===== src/rtl/mod997_pkg.sv =====
// Shared constants and FSM state type for the sequential
// (a*b) mod 997 multiplier.
package mod997_pkg;

    localparam int MODULUS   = 997;
    localparam int DIGIT_W   = 3;
    localparam int N_DIGITS  = 4;
    localparam int ACC_W     = 21;
    localparam int RED_STEPS = 11;

    localparam int IN_W   = 10;
    localparam int OP_W   = DIGIT_W * N_DIGITS;
    localparam int PROD_W = 2 * DIGIT_W;
    localparam int CNT_W  = 4;
    localparam int K_W    = 4;

    localparam int LAST_PAIR = N_DIGITS * N_DIGITS - 1;

    typedef enum logic [1:0] {
        IDLE = 2'd0,
        MUL  = 2'd1,
        RED  = 2'd2,
        DONE = 2'd3
    } state_t;

endpackage


===== src/rtl/mod997_digit_mult.sv =====
// Combinational 3x3-bit digit product, one per MUL cycle.
// Pure unsigned multiply into a 6-bit result.
module mod997_digit_mult
    import mod997_pkg::*;
(
    input  logic [DIGIT_W-1:0] x,
    input  logic [DIGIT_W-1:0] y,
    output logic [PROD_W-1:0]  p
);

    assign p = PROD_W'(x) * PROD_W'(y);

endmodule


===== src/rtl/mod997_mult_seq.sv =====
// Sequential (a*b) mod 997: 16 digit-product cycles, then
// 11 shift-subtract reduction cycles, then result hold.
module mod997_mult_seq
    import mod997_pkg::*;
(
    input  logic            clk,
    input  logic            rst_n,
    input  logic            in_valid,
    output logic            in_ready,
    input  logic [IN_W-1:0] a,
    input  logic [IN_W-1:0] b,
    output logic            out_valid,
    input  logic            out_ready,
    output logic [IN_W-1:0] result,
    output logic            busy
);

    state_t state_q;
    state_t state_d;

    logic [OP_W-1:0]    a_q;
    logic [OP_W-1:0]    b_q;
    logic [ACC_W-1:0]   acc_q;
    logic [CNT_W-1:0]   cnt_q;
    logic [K_W-1:0]     k_q;

    logic [1:0]         dig_i;
    logic [1:0]         dig_j;
    logic [DIGIT_W-1:0] a_dig;
    logic [DIGIT_W-1:0] b_dig;
    logic [PROD_W-1:0]  prod;
    logic [ACC_W-1:0]   term;
    logic [ACC_W-1:0]   red_sub;
    logic               accept;
    logic               last_pair;

    assign accept    = in_valid & in_ready;
    assign last_pair = (cnt_q == CNT_W'(LAST_PAIR));

    // j is the low counter field so it advances fastest
    assign dig_i = cnt_q[3:2];
    assign dig_j = cnt_q[1:0];
    assign a_dig = a_q[DIGIT_W*int'(dig_i) +: DIGIT_W];
    assign b_dig = b_q[DIGIT_W*int'(dig_j) +: DIGIT_W];

    mod997_digit_mult u_dmul (
        .x (a_dig),
        .y (b_dig),
        .p (prod)
    );

    assign term    = ACC_W'(prod) << (DIGIT_W * (int'(dig_i) + int'(dig_j)));
    assign red_sub = ACC_W'(MODULUS) << k_q;

    // State register
    always_ff @(posedge clk or negedge rst_n) begin
        if (!rst_n) begin
            state_q <= IDLE;
        end else begin
            state_q <= state_d;
        end
    end

    // Next-state and handshake/result outputs
    always_comb begin
        state_d   = state_q;
        in_ready  = 1'b0;
        busy      = 1'b1;
        out_valid = 1'b0;
        result    = '0;
        unique case (state_q)
            IDLE: begin
                in_ready = 1'b1;
                busy     = 1'b0;
                if (in_valid) state_d = MUL;
            end
            MUL: begin
                if (last_pair) state_d = RED;
            end
            RED: begin
                if (k_q == '0) state_d = DONE;
            end
            DONE: begin
                out_valid = 1'b1;
                result    = acc_q[IN_W-1:0];
                if (out_ready) state_d = IDLE;
            end
        endcase
    end

    // Operand capture, accumulate and shift-subtract reduction
    always_ff @(posedge clk or negedge rst_n) begin
        if (!rst_n) begin
            a_q   <= '0;
            b_q   <= '0;
            acc_q <= '0;
            cnt_q <= '0;
            k_q   <= '0;
        end else begin
            unique case (state_q)
                IDLE: begin
                    if (accept) begin
                        a_q   <= OP_W'(a);
                        b_q   <= OP_W'(b);
                        acc_q <= '0;
                        cnt_q <= '0;
                        k_q   <= '0;
                    end
                end
                MUL: begin
                    acc_q <= acc_q + term;
                    cnt_q <= cnt_q + 1'b1;
                    if (last_pair) k_q <= K_W'(RED_STEPS - 1);
                end
                RED: begin
                    if (acc_q >= red_sub) acc_q <= acc_q - red_sub;
                    if (k_q != '0) k_q <= k_q - 1'b1;
                end
                DONE: begin
                end
            endcase
        end
    end

endmodule


===== config.mk =====
export PLATFORM = sky130hd
export DESIGN_NAME = mod997_mult_seq
export DESIGN_NICKNAME = d
export VERILOG_FILES = /design/src/rtl/mod997_pkg.sv /design/src/rtl/mod997_digit_mult.sv /design/src/rtl/mod997_mult_seq.sv
export SDC_FILE = /design/constraint.sdc
export NUM_CORES = 1
export LEC_CHECK = 0
export ABC_AREA = 1
export CAP_MARGIN = 10
export CORE_UTILIZATION = 45
export DETAILED_ROUTE_END_ITERATION = 8
export PLACE_DENSITY_LB_ADDON = 0.12
export REMOVE_ABC_BUFFERS = 1
export SLEW_MARGIN = 20
export SYNTH_ARGS = -nofsm -noshare
export SYNTH_HDL_FRONTEND = slang
export SYNTH_HIERARCHICAL = 1
export SYNTH_SLANG_ARGS = --single-unit

===== constraint.sdc =====
create_clock -name clk -period 5.2 [get_ports clk]
set_clock_uncertainty 0.2 [all_clocks]
set_input_delay 1.04 -clock clk [delete_from_list [all_inputs] [get_ports clk]]
set_output_delay 1.04 -clock clk [all_outputs]
set_load 0.02 [all_outputs]

==> run_results.csv, run 1 <==
group,metric,value,unit
outcome,status,"complete, no violations",
worst_setup_path,start_kind,"flip-flop",
global_route,track_usage,27.29,%
clock_network,clockBufferDepth,2,
power_and_ir_drop,vdd_drop_max,0.0003032,V
detailed_routing,postRouteWirelength,18.21,mm
global_route,grt_pass1_wl,29.96,mm
die,start_util,46.85,%
detailed_routing,firstDrtPassIters,5,
clock_network,cts_buffers,5,
power_and_ir_drop,power_density,630.7,nW/um^2
clock_network,cts.clk_slew.worst_paths,0.07,ns
timing,finalMaxSlewViolations,0,
clock_network,cts_tree,"built",
flow_run,max_cap_violations,0,
synth,yosys.area_share.simple,38.39,%
power_and_ir_drop,p_leak,3.662,nW
detailed_routing,num_vias,6271,
synth,synthAdderAreaFrac,14.97,%
cells_and_area,layout_commonest_cell,"nand2_1",
synth,ys_seq_elements,51,
die,die_w,117.3,um
detailed_routing,drcViolationCount,0,
place,place.gp.congestion,0.9640,
cells_and_area,final_net_count,1105,
clock_network,h-tree-depth,2,
die,dieArea,13760,sq um
timing,finalHoldViolCount,0,
hold_path,hp-class,"reg -> reg",
timing,rsz0062_at_grt,"false",
timing,tns,0,ns
synth,synth.top_cell.area_share,22.77,%
synth,yosysUniqueCellTypes,40,
global_route,grt_max_degree,52,
synth,synth_cells,986,
synth,avgSynthCellArea,6.069,sq um
place,portBuffers,36,
timing,maxSlewHeadroom,50.61,%
cells_and_area,areaGrowthSynthToFinish,11.50,%
clock_network,clock_latency,0.31,ns
cells_and_area,layout_common_cells,"nand2_1, inv_1, nor2_1, o21ai_0",
worst_setup_path,crit_fanout,9,
worst_setup_path,crit_type,"reg -> reg",
die,rows,41,
detailed_routing,routed_via_density,5.288,
clock_network,cts.root.buffer_cell,"clkbuf_16",
synth,muxShareOfSynthArea,0.6690,%
synth,ys_warn_count,6,
synth,synth_top_area_cell,"nand2_1",
cells_and_area,antenna_cells,0,
detailed_routing,drtIter0Drc,479,
synth,synth.area.top_cells,"nand2_1, dfrtp_1, ha_1, inv_1, o21ai_0",
cells_and_area,fin_cells,1186,
place,placedCellCount,1178,
global_route,antenna_found_initial,0,
worst_setup_path,required,5.20,ns
hold_path,min_path_cells,2,
global_route,grt_pass1_vias,6064,
timing,fmax,210.3,MHz
place,dp_hpwl,14.80,mm
worst_setup_path,rr_worst_depth,24,
detailed_routing,ant_nets,0,
timing,worst_pin_slew,0.7390,ns
synth,yosysSeqAreaShare,21.33,%
clock_network,clkSinkCount,51,
detailed_routing,routedWlPerCell,15.36,um
timing,fin_crit,4.755,ns
die,ios,37,
synth,synth.cell_area,5984,sq um
global_route,grt.overflow.total,0,
timing,fin_crit_sh,91.44,%
worst_setup_path,worstSetupEndpointType,"flip-flop",
timing,setup_viol_count_final,0,
synth,synthXorXnorAreaFrac,0.5854,%
power_and_ir_drop,power,4.208,mW
cells_and_area,layout-drive-gt1-share,3.550,%
die,fp.coreArea,12770,sq um
synth,synth_compound_area_share,15.35,%
die,die_h,117.3,um
synth,synth_top_family_by_area,"simple AND/OR/NAND/NOR gates",
worst_setup_path,arrival,4.76,ns
## power by group
| group | internal (mW) | switching (mW) |
|---|---|---|
| clock network | 0.181 | 0.161 |
| logic | 1.02 | 2.15 |
| registers | 0.538 | 0.154 |
| total | 1.74 | 2.47 |
## worst max-delay path: stages, from the launching register on
cell and delay, ns:
dfrtp_1 0.47, ha_1 0.23, inv_1 0.06, fa_1 0.47
inv_1 0.11, ha_1 0.16, inv_1 0.05, fa_1 0.69
clkinv_1 0.14, nor2_1 0.11, inv_1 0.08, nor2_1 0.15
ha_1 0.33, fa_1 0.32, nand3_1 0.10, nand2_1 0.18
nand3_1 0.10, nand2_1 0.10, nand4_1 0.12, nand2_1 0.08
nand2_1 0.04, nand3_1 0.15, nand2_1 0.07, nand2_1 0.07
nand2_1 0.05
## stage by stage
stage / instance area (sq um) / util [%] / setup WS (ns) / hold WS [ns]
floorplan: 5894 / - / 1.011 / 0.2436
global placement: 6502 / 50.91 / 0.2688 / 0.2610
detailed placement: 6502 / 50.91 / 0.2584 / 0.2641
CTS: 6649 / 52.05 / 0.2652 / 0.2829
global route: 6673 / 52.24 / 0.007478 / 0.3081
finish: 6673 / 52.24 / 0.4452 / 0.2760
## final cells by class
type	instances	area, sq um
tap	172	215.2
timing repair buffer	41	392.9
multi-input combinational	799	4209
clock inverter	2	17.52
fill	1359	6101
sequential	51	1277
inverter	115	431.7
clock buffer	6	128.9
## cells by family after synthesis
logic type      Yosys count
xor+xnor                  4
mux                       4
flops                    51
compound gates          171
buf+inv                 136
fa+ha+maj                68
simple gates            552
## layer usage
metal | vias up | global-route usage [%] | wire [um]
met1 | 2776 | 34.51 | 8077
li1 | 3269 | - | -
met5 | - | 0 | 0
met3 | 44 | 3.551 | 990
met2 | 182 | 45.89 | 8377
met4 | 0 | 12.82 | 767
## state kept, by name (all words and copies together), names as in the netlist
register  cells
cnt_q         4
acc_q        21
k_q           4
b_q          10
state_q       2
a_q          10
## cells in the mapped netlist
library cell and instances:
buf_1 2, nor2_1 79, o21ai_0 76, buf_2 3, xor2_1 1, o21a_1 1, fa_1 6, o32ai_1 2
inv_2 1, nand2_2 4, ha_1 62, dfrtp_1 51, nand4_2 1, nand3_1 62, and2_2 1, or2_2 2
nor2_8 1, nand3b_1 7, o31ai_1 3, nand2_4 1, clkinv_1 1, a31oi_1 6, o22ai_1 13, nor2_4 1
xnor2_1 3, and2_1 2, nand3_2 1, o21bai_1 4, clkbuf_1 15, a32oi_1 1, a21oi_1 62, mux2i_1 4
nor3_1 13, nor2_2 2, a21boi_0 1, a211oi_1 2, nand4_1 12, inv_1 113, nand2_1 363, buf_6 1
## timing repair
item                       in CTS  in global routing
hold buffers                    0                  0
setup buffers                   0                  0
resized for setup               0                 14
setup endpoints to repair       0                 14
## path summary, 6_finish.rpt
| path | slack [ns] | start | end |
|---|---|---|---|
| setup reg to reg | 0.45 | cnt_q[0]$_DFFE_PN0P_ | acc_q[14]$_DFFE_PN0P_ |
| max in group asynchronous | 3.67 | rst_n | cnt_q[2]$_DFFE_PN0P_ |
| min in group asynchronous | 0.63 | rst_n | acc_q[5]$_DFFE_PN0P_ |
| hold reg to reg | 0.28 | b_q[2]$_DFFE_PN0P_ | b_q[2]$_DFFE_PN0P_ |
| hold / removal | 0.28 | b_q[2]$_DFFE_PN0P_ | b_q[2]$_DFFE_PN0P_ |
| setup / recovery | 0.45 | cnt_q[0]$_DFFE_PN0P_ | acc_q[14]$_DFFE_PN0P_ |
(Power assumes the default switching activity.)
==> run 2: changes to the inputs <==
CORE_UTILIZATION = 44   (was 45)
==> run 2 against run 1 <==
Net effect: final area increased by 0.83%; final cell count increased by 0.42%; die area grew 2.2%; first-iteration DRC count grew 8.6%; core utilization down 1.4 points; sequential cell count did not move; hold slack gained 0.0047 ns; combinational power up 2%.
==> run_results.csv, run 2 (synthesis results as in run 1) <==
group,metric,value,unit
worst_setup_path,crit_type,"reg -> reg",
global_route,grt.overflow.total,0,
timing,fmax,208.1,MHz
clock_network,clock_latency,0.31,ns
die,ios,37,
clock_network,ctsHoldBuffers,0,
power_and_ir_drop,power_density,641.2,nW/um^2
worst_setup_path,crit_chain,"ha_1 -> inv_1 -> fa_1 -> inv_1 -> ha_1 -> inv_1 -> fa_1 -> clkinv_1 -> buf_4 -> a31oi_1 -> o22ai_1 -> ha_1 -> nand2_1 -> nor3_1 -> nand4_1 -> nand3_1 -> nand2_1 -> nand3_1 -> nand2_1 -> nand2_1 -> nand2_1",
detailed_routing,routed_via_density,5.312,
timing,worst_pin_slew,0.7395,ns
global_route,track_usage,26.79,%
clock_network,clockBufferDepth,2,
power_and_ir_drop,p_leak,3.676,nW
detailed_routing,routedWlPerCell,15.31,um
global_route,grt_max_degree,52,
worst_setup_path,arrival,4.80,ns
hold_path,hp-class,"reg -> reg",
worst_setup_path,start_kind,"flip-flop",
flow_run,max_cap_violations,0,
cells_and_area,areaGrowthSynthToFinish,12.42,%
worst_setup_path,critPathMaxStageDelay,0.70,ns
worst_setup_path,crit_slowest_cell,"fa_1",
global_route,grt_pass1_vias,5780,
timing,maxSlewHeadroom,50.58,%
detailed_routing,firstDrtPassIters,6,
timing,tns,0,ns
die,start_util,45.19,%
worst_setup_path,crit_family,"adder cells",
die,rows,42,
timing,fin_crit_sh,92.39,%
clock_network,cts.root.buffer_cell,"clkbuf_16",
power_and_ir_drop,sw_frac_of_total,57.73,%
cells_and_area,final_net_count,1106,
cells_and_area,top_register,"acc_q",
detailed_routing,num_vias,6327,
detailed_routing,postRouteWirelength,18.24,mm
clock_network,cts_buffers,5,
power_and_ir_drop,switchingPower,2.490,mW
global_route,met3_usage,4.344,%
power_and_ir_drop,clkPwrFrac,8.9,%
worst_setup_path,required,5.19,ns
power_and_ir_drop,power_frac_seq,16.1,%
worst_setup_path,worstSetupEndpointType,"flip-flop",
global_route,grt_use_met2,44.92,%
place,dp_hpwl,14.79,mm
cells_and_area,antenna_cells,0,
cells_and_area,largest_reg_flops,21,
place,place.gp.congestion,0.9889,
global_route,grtUsageMet1,34.33,%
die,die_h,118.6,um
timing,finalMaxSlewViolations,0,
timing,setup_viol_count_final,0,
global_route,grt-busiest-layer,"met2",
place,portBuffers,36,
clock_network,cts.clk_slew.worst_paths,0.07,ns
cells_and_area,layout-drive-gt1-share,3.941,%
outcome,status,"complete, no violations",
timing,finalHoldViolCount,0,
global_route,antenna_found_initial,0,
clock_network,cts_tree,"built",
power_and_ir_drop,vdd_drop_max,0.0003129,V
cells_and_area,layout_common_cells,"nand2_1, inv_1, nor2_1, o21ai_0",
cells_and_area,fin_cells,1191,
worst_setup_path,crit_fanout,9,
power_and_ir_drop,pwr-share-comb,75.0,%
power_and_ir_drop,p_int,1.824,mW
detailed_routing,drcViolationCount,0,
worst_setup_path,crit_buf_inv,5,
clock_network,h-tree-depth,2,
die,dieArea,14070,sq um
die,die_w,118.6,um
clock_network,clkSinkCount,51,
worst_setup_path,crit_top_cell,"nand2_1",
cells_and_area,reg.largest.list,"acc_q x21, a_q x10, b_q x10",
timing,fin_crit,4.804,ns
place,placedCellCount,1182,
detailed_routing,ant_nets,0,
cells_and_area,layout_commonest_cell,"nand2_1",
global_route,grt_pass1_wl,29.56,mm
die,fp.coreArea,13240,sq um
detailed_routing,drtIter0Drc,520,
timing,rsz0062_at_grt,"false",
[run 2: final timing paths]
kind,end,startpoint,slack (ns),depth (start not counted)
max,acc_q[19]$_DFFE_PN0P_,cnt_q[2]$_DFFE_PN0P_,0.40,21
min reg2reg,a_q[5]$_DFFE_PN0P_,a_q[5]$_DFFE_PN0P_,0.28,2
min,a_q[5]$_DFFE_PN0P_,a_q[5]$_DFFE_PN0P_,0.28,2
max reg2reg,acc_q[19]$_DFFE_PN0P_,cnt_q[2]$_DFFE_PN0P_,0.40,21
min in group asynchronous,acc_q[3]$_DFFE_PN0P_,rst_n,0.62,2
max in group asynchronous,cnt_q[2]$_DFFE_PN0P_,rst_n,3.67,2
[run 2: stage by stage]
stage                     hold WS, ns  worst slack [ns]  util, %  power, mW  area [sq um]
final                          0.2807            0.3956    50.80      4.314          6728
after global routing           0.3160           0.01908    50.80      4.762          6728
after CTS                      0.2852            0.2145    50.41      4.225          6675
after detailed placement       0.2663            0.2429    49.14      3.806          6507
after global placement         0.2591            0.2856    49.14      3.805          6507
after floorplan                0.2436             1.011        -      2.922          5894
[run 2: power groups by stage]
stage | clock network, mW | registers [mW] | logic (mW)
floorplan | 0 | 0.637 | 2.29
global placement | 0 | 0.697 | 3.11
detailed placement | 0 | 0.698 | 3.11
CTS | 0.390 | 0.693 | 3.14
global route | 0.407 | 0.714 | 3.64
finish | 0.385 | 0.694 | 3.24
[run 2: tightest hold or removal path: cells and delay by family (launching register included)]
| kind | cells | cell delay, ns |
|---|---|---|
| flip-flops | 1 | 0.34 |
| AND/OR/NAND/NOR | 2 | 0.11 |
[run 2: routing by layer]
metal	vias up	share of wire (%)
met4	0	3.3
met3	36	5.0
met2	182	47
li1	3272	-
met1	2837	45
met5	-	0
[run 2: what timing repair did]
| item | CTS | global route |
|---|---|---|
| setup endpoints to repair | 0 | 16 |
| setup buffers | 0 | 1 |
| resized for setup | 0 | 18 |
[run 2: final cells by class]
type	instances	area [sq um]
Fill cell	1444	6515
Multi-Input combinational cell	799	4229
Sequential cell	51	1279
Inverter	115	431.7
Timing Repair Buffer	42	400.4
Tap cell	176	220.2
Clock buffer	6	128.9
Clock inverter	2	38.79
